==> src/rtl/ps2_pkg.sv <==
// Shared types and constants for the PS/2 receive path: FSM states,
// frame geometry and bit positions of the memory-mapped read word.
package ps2_pkg;

    typedef enum logic [1:0] {
        IDLE,
        DATA,
        PARITY,
        STOP
    } ps2_state_e;

    localparam int PS2_DATA_BITS = 8;

    localparam int VALID = 15;
    localparam int OVF   = 14;
    localparam int FERR  = 13;

    // Odd parity holds when data bits plus the parity bit contain an odd number of ones.
    function automatic logic odd_parity_ok(input logic [PS2_DATA_BITS-1:0] d, input logic p);
        return ^{d, p};
    endfunction

endpackage

==> src/rtl/ps2_fifo.sv <==
// Generic synchronous first-word-fall-through FIFO. The head entry is
// always visible on o_dout; pointers carry one extra wrap bit.
module ps2_fifo #(
    parameter int WIDTH = 8,
    parameter int DEPTH = 8
) (
    input  logic             i_clk,
    input  logic             i_reset,
    input  logic             i_push,
    input  logic             i_pop,
    input  logic [WIDTH-1:0] i_din,
    output logic [WIDTH-1:0] o_dout,
    output logic             o_empty,
    output logic             o_full
);

    localparam int AW = $clog2(DEPTH);

    logic [WIDTH-1:0] r_mem [DEPTH];
    logic [AW:0]      r_wptr;
    logic [AW:0]      r_rptr;
    logic             w_do_push;
    logic             w_do_pop;

    assign o_empty   = (r_wptr == r_rptr);
    assign o_full    = (r_wptr[AW] != r_rptr[AW]) && (r_wptr[AW-1:0] == r_rptr[AW-1:0]);
    assign w_do_pop  = i_pop && !o_empty;
    // A full FIFO still accepts a write when the head leaves in the same cycle.
    assign w_do_push = i_push && (!o_full || w_do_pop);
    assign o_dout    = r_mem[r_rptr[AW-1:0]];

    always_ff @(posedge i_clk) begin
        if (i_reset) begin
            r_wptr <= '0;
            r_rptr <= '0;
        end else begin
            if (w_do_push) r_wptr <= r_wptr + 1'b1;
            if (w_do_pop)  r_rptr <= r_rptr + 1'b1;
        end
    end

    always_ff @(posedge i_clk) begin
        if (w_do_push) r_mem[r_wptr[AW-1:0]] <= i_din;
    end

endmodule

==> src/rtl/ps2_rx.sv <==
// PS/2 device-to-host receiver: pin synchroniser, frame FSM, timeout and
// sticky flags in front of a FWFT byte FIFO. Optional PS2_PARITY_CHECK_EN.
module ps2_rx
    import ps2_pkg::*;
#(
    parameter int DEPTH          = 8,
    parameter int TIMEOUT_CYCLES = 200000
) (
    input  logic        i_clk,
    input  logic        i_reset,
    input  logic        i_ps2_clk,
    input  logic        i_ps2_data,
    input  logic        i_ren,
    output logic [15:0] o_data
);

    localparam int TW = $clog2(TIMEOUT_CYCLES);
    localparam int BW = $clog2(PS2_DATA_BITS);

    logic [1:0]               r_clk_sync;
    logic [1:0]               r_data_sync;
    logic                     r_clk_prev;
    ps2_state_e               r_state;
    ps2_state_e               w_state_nxt;
    logic [PS2_DATA_BITS-1:0] r_shift;
    logic [BW-1:0]            r_bitcnt;
    logic                     r_parity;
    logic [TW-1:0]            r_tcnt;
    logic                     r_push;
    logic                     r_ovf;
    logic                     r_ferr;
    logic                     w_fall;
    logic                     w_bit;
    logic                     w_timeout;
    logic                     w_push;
    logic                     w_ferr_stop;
    logic                     w_par_ok;
    logic                     w_empty;
    logic                     w_full;
    logic [7:0]               w_dout;

    // Idle-high bus: presetting to 1 keeps reset release from looking like a falling edge.
    always_ff @(posedge i_clk) begin
        if (i_reset) begin
            r_clk_sync  <= 2'b11;
            r_data_sync <= 2'b11;
            r_clk_prev  <= 1'b1;
        end else begin
            r_clk_sync  <= {r_clk_sync[0], i_ps2_clk};
            r_data_sync <= {r_data_sync[0], i_ps2_data};
            r_clk_prev  <= r_clk_sync[1];
        end
    end

    assign w_fall    = r_clk_prev && !r_clk_sync[1];
    assign w_bit     = r_data_sync[1];
    assign w_timeout = (r_state != IDLE) && !w_fall && (r_tcnt == TW'(TIMEOUT_CYCLES - 1));

`ifdef PS2_PARITY_CHECK_EN
    assign w_par_ok = odd_parity_ok(r_shift, r_parity);
`else
    logic w_unused_parity;
    assign w_par_ok        = 1'b1;
    assign w_unused_parity = r_parity;
`endif

    always_ff @(posedge i_clk) begin
        if (i_reset) r_state <= IDLE;
        else         r_state <= w_state_nxt;
    end

    always_comb begin
        w_state_nxt = r_state;
        w_push      = 1'b0;
        w_ferr_stop = 1'b0;
        if (w_timeout) begin
            w_state_nxt = IDLE;
        end else if (w_fall) begin
            case (r_state)
                IDLE:    if (!w_bit) w_state_nxt = DATA;
                DATA:    if (r_bitcnt == BW'(PS2_DATA_BITS - 1)) w_state_nxt = PARITY;
                PARITY:  w_state_nxt = STOP;
                STOP: begin
                    w_state_nxt = IDLE;
                    if (w_bit && w_par_ok) w_push      = 1'b1;
                    else                   w_ferr_stop = 1'b1;
                end
                default: w_state_nxt = IDLE;
            endcase
        end
    end

    always_ff @(posedge i_clk) begin
        if (i_reset) begin
            r_shift  <= '0;
            r_bitcnt <= '0;
            r_parity <= 1'b0;
            r_tcnt   <= '0;
            r_push   <= 1'b0;
        end else begin
            r_push <= w_push;
            if (w_fall || r_state == IDLE || w_timeout) r_tcnt <= '0;
            else                                        r_tcnt <= r_tcnt + 1'b1;
            if (w_fall) begin
                case (r_state)
                    IDLE: if (!w_bit) begin
                        r_shift  <= '0;
                        r_bitcnt <= '0;
                    end
                    DATA: begin
                        r_shift  <= {w_bit, r_shift[PS2_DATA_BITS-1:1]};
                        r_bitcnt <= r_bitcnt + 1'b1;
                    end
                    PARITY:  r_parity <= w_bit;
                    default: ;
                endcase
            end
        end
    end

    // r_shift is stable during the push cycle: the next frame cannot start for several cycles.
    ps2_fifo #(.WIDTH(8), .DEPTH(DEPTH)) u_fifo (
        .i_clk   (i_clk),
        .i_reset (i_reset),
        .i_push  (r_push),
        .i_pop   (i_ren),
        .i_din   (r_shift),
        .o_dout  (w_dout),
        .o_empty (w_empty),
        .o_full  (w_full)
    );

    // Set wins over the ren clear in the same cycle.
    always_ff @(posedge i_clk) begin
        if (i_reset) begin
            r_ovf  <= 1'b0;
            r_ferr <= 1'b0;
        end else begin
            if (r_push && w_full && !i_ren) r_ovf <= 1'b1;
            else if (i_ren)                 r_ovf <= 1'b0;
            if (w_ferr_stop || w_timeout)   r_ferr <= 1'b1;
            else if (i_ren)                 r_ferr <= 1'b0;
        end
    end

    always_comb begin
        o_data        = '0;
        o_data[VALID] = !w_empty;
        o_data[OVF]   = r_ovf;
        o_data[FERR]  = r_ferr;
        o_data[7:0]   = w_empty ? 8'h00 : w_dout;
    end

endmodule

==> config.mk <==
export PLATFORM = sky130hd
export DESIGN_NAME = ps2_rx
export DESIGN_NICKNAME = d
export VERILOG_FILES = /design/src/rtl/ps2_pkg.sv /design/src/rtl/ps2_fifo.sv /design/src/rtl/ps2_rx.sv
export SDC_FILE = /design/constraint.sdc
export NUM_CORES = 1
export LEC_CHECK = 0
export CAP_MARGIN = 25
export CORE_AREA = 10 10 115 117
export DETAILED_ROUTE_END_ITERATION = 8
export DIE_AREA = 0 0 125 127
export GPL_TIMING_DRIVEN = 0
export PLACE_DENSITY = 0.69
export SLEW_MARGIN = 30
export SYNTH_ARGS = -nofsm -noshare
export SYNTH_HDL_FRONTEND = slang
export SYNTH_SLANG_ARGS = --single-unit
==> constraint.sdc <==
create_clock -name i_clk -period 2.28 [get_ports i_clk]
set_clock_uncertainty 0.15 [all_clocks]
set_input_delay 0.456 -clock i_clk [delete_from_list [all_inputs] [get_ports i_clk]]
set_output_delay 0.456 -clock i_clk [all_outputs]
set_load 0.01 [all_outputs]
# Word level (Yosys, flattened, before mapping)
# Memories as Yosys holds them, arrays and structs flattened. A register that Yosys moved wholly into a read port is not among the register bits.
# Cells that the tools add are included.
[classes] n_addsub=4 n_eq_ne=10 n_mux=20 bitwise=2 reduce_logical=27
[op_table] operator="18-bit by 1-bit adder with 18-bit output (second input constant)" count=1
[op_table] operator="18-bit equality test (second input constant)" count=1
[op_table] operator="8-bit 2-to-1 mux" count=2
[op_table] operator="8-bit case mux with 2 select lines" count=1
[op_table] operator="1-bit 2-to-1 mux" count=10
[op_table] operator="3-bit 2-to-1 mux" count=3
[op_table] operator="4-bit by 1-bit adder with 4-bit output (second input constant)" count=2
[op_table] operator="1-bit logical AND" count=8
[op_table] operator="2-bit case mux with 4 select lines" count=1
[op_table] operator="2-bit nonzero test" count=4
[op_table] operator="3-bit case mux with 2 select lines" count=1
[op_table] operator="3-bit AND reduction" count=2
[op_table] operator="1-bit logical NOT" count=5
[op_table] operator="2-bit equality test (second input constant)" count=2
[op_table] operator="4-bit equality test" count=1
[op_table] operator="1-bit logical OR" count=4
[op_table] operator="2-bit 2-to-1 mux" count=2
[op_table] operator="2-bit != test (second input constant)" count=2
[op_table] operator="2-bit OR reduction" count=2
[op_table] operator="4-bit OR reduction" count=1
[op_table] operator="3-bit by 1-bit adder with 3-bit output (second input constant)" count=1
[op_table] operator="3-bit equality test" count=1
[op_table] operator="3-bit equality test (second input constant)" count=1
[op_table] operator="2-bit by 1-bit equality test with 1-bit output (second input constant)" count=1
[op_table] operator="other kinds (3)" count=4
[totals] reg_bits=47 mem_bits_rw=64 inputBits=5 out_inout_bits=16 wordCells=76 memories=1
[memory_table] name="u_fifo.r_mem" words=8 width=8 read_ports=1 rd_ports_with_merged_regs=1 wr=1 line="ps2_fifo.sv:19" source="logic [WIDTH-1:0] r_mem [DEPTH];"

# Logic depth before layout (Yosys ltp)
# Gate-level depths: netlist (run 1).
[logic_depth] ltp_word=8 mapped_depth=7

# Cells and area by module
# Synthesis (run 1) repeated with hierarchy kept, for this count alone.
[unflattened] hier_cells=352 area_unflattened_um2=4760.8
[by_module_without_submodules] module="ps2_fifo" n_inst=1 cells_per_inst=164 area_each_um2=3016.6 seq_area_each_um2=2142.1
[by_module_without_submodules] module="ps2_rx" n_inst=1 cells_per_inst=188 area_each_um2=1744.2 seq_area_each_um2=780.7

# Worst setup path after synthesis (run 1)
# Ideal clock, no wire load.
[synth_path] path_kind="register to register" from="register u_fifo.r_wptr[0]" to="memory u_fifo.r_mem[0][0] (enable)" arrival_ns=1.705 required_time_ns=1.735 slack_ns=0.030 stages_incl_launch_ff=6 synth_period_minus_slack_ns=2.250 path_cell_list="dfxtp_1 -> buf_2 -> xnor2_1 -> nand4_1 -> o21ai_0 -> nor4_1"
[synth_via] elab_chain_len=7 word_cells_on_any_way=10 classes_between="eq/ne: 2; mux: 2; reduce/logical: 6"
[synth_rtl] element="start: declaration" line="ps2_fifo.sv:20" source="logic [AW:0] r_wptr;"
[synth_rtl] element="start signal: assignment" line="ps2_fifo.sv:37" source="if (w_do_push) r_wptr <= r_wptr + 1'b1;"
[synth_rtl] element="4-bit equality test / 3-bit equality test (equally long branches)" line="ps2_fifo.sv:25, ps2_fifo.sv:26"
[synth_rtl] element="1-bit logical NOT / 1-bit logical AND (equally long branches)" line="ps2_fifo.sv:27, ps2_fifo.sv:26"
[synth_rtl] element="1-bit logical AND / 1-bit logical NOT (equally long branches)" line="ps2_fifo.sv:27, ps2_fifo.sv:29"
[synth_rtl] element="1-bit logical OR" line="ps2_fifo.sv:29" source="assign w_do_push = i_push && (!o_full || w_do_pop);"
[synth_rtl] element="1-bit logical AND" line="ps2_fifo.sv:29"
[synth_rtl] element="1-bit 2-to-1 mux" line="ps2_fifo.sv:43" source="if (w_do_push) r_mem[r_wptr[AW-1:0]] <= i_din;"
[synth_rtl] element="1-bit 2-to-1 mux (implied by the code)" line="ps2_fifo.sv:43"
[synth_rtl] element="end: declaration" line="ps2_fifo.sv:19"
# Several ways; a longest one is shown, not always the timed one.

==> results of run 1 <==
==> cells by family (layout without fill, tap and decap cells) <==
group,after synthesis,after routing,share of synthesized area
buffers and inverters,34,96,0.0402
adders and majority gates,9,9,0.0233
DFF,114,114,0.606
other,1,5,0.000777
muxes,31,31,0.107
and+or+nand+nor,114,114,0.129
AOI/OAI and AO/OA,37,37,0.0555
xor gates and xnor gates,20,20,0.0394
==> worst min path at each step <==
stage,from,end,slack (ps),depth (start not counted)
after floorplan,r_clk_sync[0]$_SDFF_PP1_,r_clk_sync[1]$_SDFF_PP1_,240,1
after global routing,r_clk_sync[0]$_SDFF_PP1_,r_clk_sync[1]$_SDFF_PP1_,280,1
after CTS,r_data_sync[0]$_SDFF_PP1_,r_data_sync[1]$_SDFF_PP1_,260,1
after detailed placement,r_data_sync[0]$_SDFF_PP1_,r_data_sync[1]$_SDFF_PP1_,250,1
after global placement,r_clk_sync[0]$_SDFF_PP1_,r_clk_sync[1]$_SDFF_PP1_,240,1
final,r_data_sync[0]$_SDFF_PP1_,r_data_sync[1]$_SDFF_PP1_,260,1
==> power by group <==
group          switching (mW)  total, mW  internal (mW)
Sequential            0.00222       2.15           2.15
Combinational          0.0259     0.0448         0.0189
Clock                    1.01       2.87           1.86
Total                    1.03       5.06           4.03
==> routing by layer <==
| layer | track usage | vias to the layer above |
|---|---|---|
| met2 | 0.213 | 50 |
| li1 | - | 1440 |
| met5 | 0 | - |
| met4 | 0.0393 | 0 |
| met3 | 0.0418 | 4 |
| met1 | 0.132 | 1495 |
==> final cells by class <==
cell class              count  area share
plain buffers              24      0.0320
clock buffers              17      0.0694
clock inverters            15      0.0351
inverters                   9     0.00551
multi-input cells         216       0.306
flip-flops and latches    114       0.478
well taps                 143      0.0292
repair buffers             31      0.0445
==> synthesized netlist by cell type, drive strengths merged, types with 10 or more instances <==
cell type,n,share of area
edfxtp,64,0.40
dfxtp,50,0.21
nor2,43,0.033
buf,18,0.025
mux4,16,0.075
xor2,15,0.030
mux2i,12,0.025
a21oi,10,0.012
a22oi,10,0.016
nand4,10,0.016
==> worst reg2reg max path: cells and delay by family (launching register included) <==
| family | cells | cell delay (ps) |
|---|---|---|
| simple gates | 2 | 700 |
| compound gates | 1 | 230 |
| flops | 1 | 330 |
| xor+xnor | 1 | 110 |
| buf+inv | 3 | 350 |
==> sequential cells by signal, summed over array words and instances (netlist names), named ones only <==
name / flops
r_bitcnt: 3
r_push: 1
u_fifo.r_wptr: 4
r_clk_prev: 1
r_shift: 8
r_state: 2
r_ovf: 1
r_ferr: 1
u_fifo.r_rptr: 4
u_fifo.r_mem: 64
r_clk_sync: 2
r_data_sync: 2
r_tcnt: 18
==> per-stage QoR <==
stage	instances	util	power, mW	setup slack [ps]	area, um2
2_1_floorplan	364	-	2.23	30.3	4840
3_3_place_gp	522	0.465	2.24	-1090	5170
3_5_place_dp	523	0.467	2.24	-591	5200
4_1_cts	564	0.542	5.10	-244	6030
5_1_grt	569	0.551	5.21	-288	6130
6_report	569	0.551	5.06	-196	6130
==> repair_timing <==
item | CTS | global route
setup endpoints to repair | 46 | 27
resized for setup | 65 | 14
setup buffers | 8 | 6
cloned | 1 | 0
hold endpoints to repair | 0 | 0
pin swaps | 1 | 4
==> results.tsv, run 1 <==
stage	metric	value	unit
floorplanning	Initial Util	0.434	
floorplanning	I/O pin count	21	
finish	most frequent cells in the layout	64 x edfxtp_1, 45 x dfxtp_1, 41 x nor2_1	
worst_setup_path	top fanout value on the critical path	5	
drt	Routed WL	9.65	mm
drt	Routed Antenna Nets	0	
sta	unrepaired setup endpoints after global routing	true	
finish	synthesis-to-layout area growth	27.0	%
synthesis	asr flop ratio synth	0	
drt	vias post-DR	2989	
worst_setup_path	reg2reg setup slack	30	ps
worst_setup_path	Cell Chain, Critical Path	buf_12, buf_4, mux4_2, mux2i_1, nor2_1, buf_2	
place	I/O Buffers	15	
worst_setup_path	cells on worst reg2reg path	7	
finish	# fillers	898	
synthesis	flop and latch count out of synthesis	114	
sta	setup ws final	-196	ps
synthesis	top_reg_cell synth	edfxtp_1	
clock_tree	root buffer cell	clkbuf_16	
worst_setup_path	Worst Path Required	1670	ps
global_route	Overflow after GRT	0	
synthesis	Syn Inst Count	360	
global_route	pin count of the biggest net entering global routing	17	
floorplanning	Die Ht	127	um
place	GP Congestion	0.768	
floorplanning	core area	11100	um2
worst_setup_path	CP Depth	6	
clock_tree	Clk Latency, worst-skew pair	410	ps
clock_tree	CTS sink cnt	114	
sta	WHS	259	ps
worst_setup_path	Largest delay share family, worst path	multiplexers	
pwr	Lkg Pwr	2.17	nW
finish	most common cell after layout, fill and taps aside	edfxtp_1	
run_status	result of the run	finished with violations	
finish	multi-input logic area	1880	um2
worst_setup_path	Critical-path top delay cell	mux4_2	
clock_tree	# hold bufs at CTS	0	
drt	top sig layer	met4	
sta	period utilization	1.09	
clock_tree	CTS tree	done	
sta	Final Setup Violations	8	
pwr	pwr/cell area	826	nW/um2
clock_tree	Clock Path Buffers	2	
floorplanning	FP Rows	39	
drt	per-cell routed wire length	17.0	um
floorplanning	Die Area	15900	um2
sta	crit path time final	2480	ps
synthesis	Cell variety after synth	50	
global_route	global-route wire length before repair	15.4	mm
drt	met1 WL	4.15	mm
place	post-DP HPWL	5.99	mm
sta	Slew HR	0.578	
worst_setup_path	Setup crit end	o_data[0]	
sta	achievable clock frequency	0.404	GHz
worst_setup_path	reg2reg start	u_fifo.r_wptr[0]$_SDFFE_PP0P_	
global_route	vias in the first global route	3040	
worst_setup_path	largest stage delay on the critical path	510	ps
drt	Residual DRC	0	
clock_tree	cts bufs inserted	17	
worst_setup_path	Worst setup SP type	register	
worst_setup_path	CP Capture Type	output port	
synthesis	Cell Area, Synth	4830	um2
drt	met2 routed WL	5.15	mm
finish	Nets	427	
synthesis	synth warn	0	
sta	Final Max Tran Viols	0	
flow_run	Max Cap Viol	0	
worst_setup_path	worst path buffer plus inverter count	3	
sta	final hold vios	0	
sta	setup_tns	-1320	ps
synthesis	Mean Syn Cell Area	13.4	um2
hold_path	Tightest Hold Check Type	register to register	
floorplanning	die width	125	um
synthesis	number of flops mapped to enable cells by yosys	64	
global_route	Tot GR Track Use	0.120	
clock_tree	CTS clk-pin slew, worst paths	60	ps
pwr	maximum vdd drop	538	uV
clock_tree	H-tree depth	4	
drt	vias per std cell	5.25	
sta	worst slew pin tran	633	ps
worst_setup_path	critical path class	register to output port	
worst_setup_path	Crit path arrival time	1870	ps
finish	diode count	0	
run_status	failing checks	negative setup slack	
finish	layout cell share with drive strength beyond 1	0.296	
drt	router iterations before antenna repair	4	
finish	register area	2930	um2
global_route	initial antenna violation count	0	
worst_setup_path	worst r2r dst	u_fifo.r_mem[1][7]$_DFFE_PP_	
drt	metal3 WL	306	um
synthesis	sequential-to-total area share from yosys stat	0.606	
drt	Iteration-0 DRC Markers	151	
No activity file was read; power rests on OpenSTA's default activity.
==> run 2: changes to the inputs <==
Settings changed: CORE_AREA 10 10 115 117 to 10 10 114 116, DIE_AREA 0 0 125 127 to 0 0 124 126, PLACE_DENSITY 0.69 to 0.7.
==> results.tsv, run 2 (same netlist as run 1, synthesis figures left out) <==
stage	metric	value	unit
run_status	result of the run	finished with violations	
run_status	failing checks	negative setup slack	
place	GP Congestion	0.763	
worst_setup_path	Crit path arrival time	2010	ps
global_route	GR Util met2	0.204	
drt	vias per std cell	5.22	
sta	unrepaired setup endpoints after global routing	true	
global_route	gr busiest metal	met2	
clock_tree	CTS sink cnt	114	
sta	final hold vios	0	
worst_setup_path	Worst setup SP type	register	
finish	diode count	0	
worst_setup_path	worst path buffer plus inverter count	4	
global_route	GRT met3 Usage	0.0496	
floorplanning	Initial Util	0.451	
place	DP Cell Count	520	
drt	vias post-DR	2938	
worst_setup_path	CP Capture Type	output port	
place	Setup WS pre-CTS	-570	ps
pwr	Final Power	4.60	mW
global_route	pin count of the biggest net entering global routing	17	
finish	max reg flops	64	
drt	Routed Antenna Nets	0	
sta	achievable clock frequency	0.382	GHz
drt	Residual DRC	0	
worst_setup_path	largest stage delay on the critical path	500	ps
finish	most frequent cells in the layout	64 x edfxtp_1, 46 x dfxtp_1, 41 x nor2_1	
worst_setup_path	critical path class	register to output port	
hold_path	Tightest Hold Check Type	register to register	
clock_tree	root buffer cell	clkbuf_8	
pwr	pwr/cell area	767	nW/um2
global_route	global-route wire length before repair	15.0	mm
drt	Routed WL	9.03	mm
drt	per-cell routed wire length	16.0	um
worst_setup_path	most frequent CP cell	buf_12	
sta	crit path time final	2620	ps
finish	most common cell after layout, fill and taps aside	edfxtp_1	
pwr	maximum vdd drop	544	uV
worst_setup_path	top fanout value on the critical path	5	
flow_run	Max Cap Viol	0	
floorplanning	FP Rows	38	
floorplanning	I/O pin count	21	
worst_setup_path	Largest delay share family, worst path	multiplexers	
sta	worst slew pin tran	627	ps
sta	Final Setup Violations	8	
finish	layout cell share with drive strength beyond 1	0.286	
pwr	Lkg Pwr	2.10	nW
global_route	Overflow after GRT	0	
global_route	vias in the first global route	2959	
floorplanning	core area	10700	um2
clock_tree	H-tree depth	4	
clock_tree	cts bufs inserted	17	
finish	Nets	424	
place	post-DP HPWL	5.85	mm
global_route	initial antenna violation count	0	
sta	Slew HR	0.582	
global_route	Tot GR Track Use	0.124	
worst_setup_path	Critical-path top delay cell	mux4_2	
clock_tree	Clock Path Buffers	2	
clock_tree	Clk Latency, worst-skew pair	510	ps
worst_setup_path	Worst Path Required	1670	ps
finish	synthesis-to-layout area growth	24.3	%
global_route	GR Util met1	0.145	
drt	Iteration-0 DRC Markers	144	
sta	Final Max Tran Viols	0	
floorplanning	Die Area	15600	um2
worst_setup_path	Cell Chain, Critical Path	buf_6, buf_12, buf_12, mux4_2, mux2i_1, nor2_1, buf_2	
floorplanning	die width	124	um
sta	period utilization	1.15	
finish	# fillers	830	
place	I/O Buffers	15	
floorplanning	Die Ht	126	um
clock_tree	CTS tree	done	
finish	fin cells	563	
clock_tree	CTS clk-pin slew, worst paths	60	ps
drt	router iterations before antenna repair	5	
sta	setup ws final	-339	ps
-- run 2: cell count changes in the layout (fill, tap and decap cells not counted), sizes merged --
cell / change
clkinv: +5
inv: -4
buf: -3
bufinv: -3
clkinvlp: +2
-- run 2: cell type report --
cell class                 count  area (um2)  area share
clock inverter                15         133      0.0221
multi-input combinational    216        1860       0.310
clock buffer                  17         414      0.0691
sequential                   114        2930       0.488
inverter                       9        33.8     0.00563
buffer                        25         195      0.0325
timing repair buffer          27         260      0.0434
tap                          140         175      0.0292
-- run 2: metrics by stage --
| step | utilization | cell area (um2) | TNS (ps) | hold WS [ps] |
|---|---|---|---|---|
| final | 0.561 | 6000 | -2560 | 260 |
| after global routing | 0.561 | 6000 | -3860 | 271 |
| after CTS | 0.556 | 5950 | -2790 | 261 |
| after detailed placement | 0.486 | 5200 | -22370 | 247 |
| after global placement | 0.483 | 5170 | -34450 | 245 |
| after floorplan | - | 4840 | 0 | 239 |
-- run 2: what timing repair did --
action	4_1_cts	5_1_grt
pin swaps	1	0
setup buffers	9	1
hold buffers	0	0
gates resized for setup	64	7
gates cloned	1	0
setup endpoints to repair	38	42
-- run 2: path summary, 6_finish.rpt --
| path | to | cells after the start | startpoint | slack [ps] |
|---|---|---|---|---|
| max | o_data[6] | 7 | register | -340 |
| min reg2reg | r_clk_sync[1]$_SDFF_PP1_ | 1 | r_clk_sync[0]$_SDFF_PP1_ | 260 |
| min | r_clk_sync[1]$_SDFF_PP1_ | 1 | r_clk_sync[0]$_SDFF_PP1_ | 260 |
| max reg2reg | u_fifo.r_mem[3][1]$_DFFE_PP_ | 6 | u_fifo.r_wptr[1]$_SDFFE_PP0P_ | 110 |
-- run 2: layer usage --
| layer | share of wire | routed length, um |
|---|---|---|
| met1 | 0.44 | 3950 |
| met2 | 0.51 | 4640 |
| met3 | 0.042 | 383 |
| met4 | 0.0058 | 52 |
| met5 | 0 | 0 |
-- run 2: power by group --
| part | total [mW] | switching (mW) | internal [mW] | leakage (nW) |
|---|---|---|---|---|
| sequential | 2.16 | 0.00233 | 2.15 | 0.998 |
| combinational | 0.0453 | 0.0263 | 0.0189 | 0.838 |
| clock | 2.40 | 0.951 | 1.45 | 0.263 |
| total | 4.60 | 0.980 | 3.62 | 2.10 |
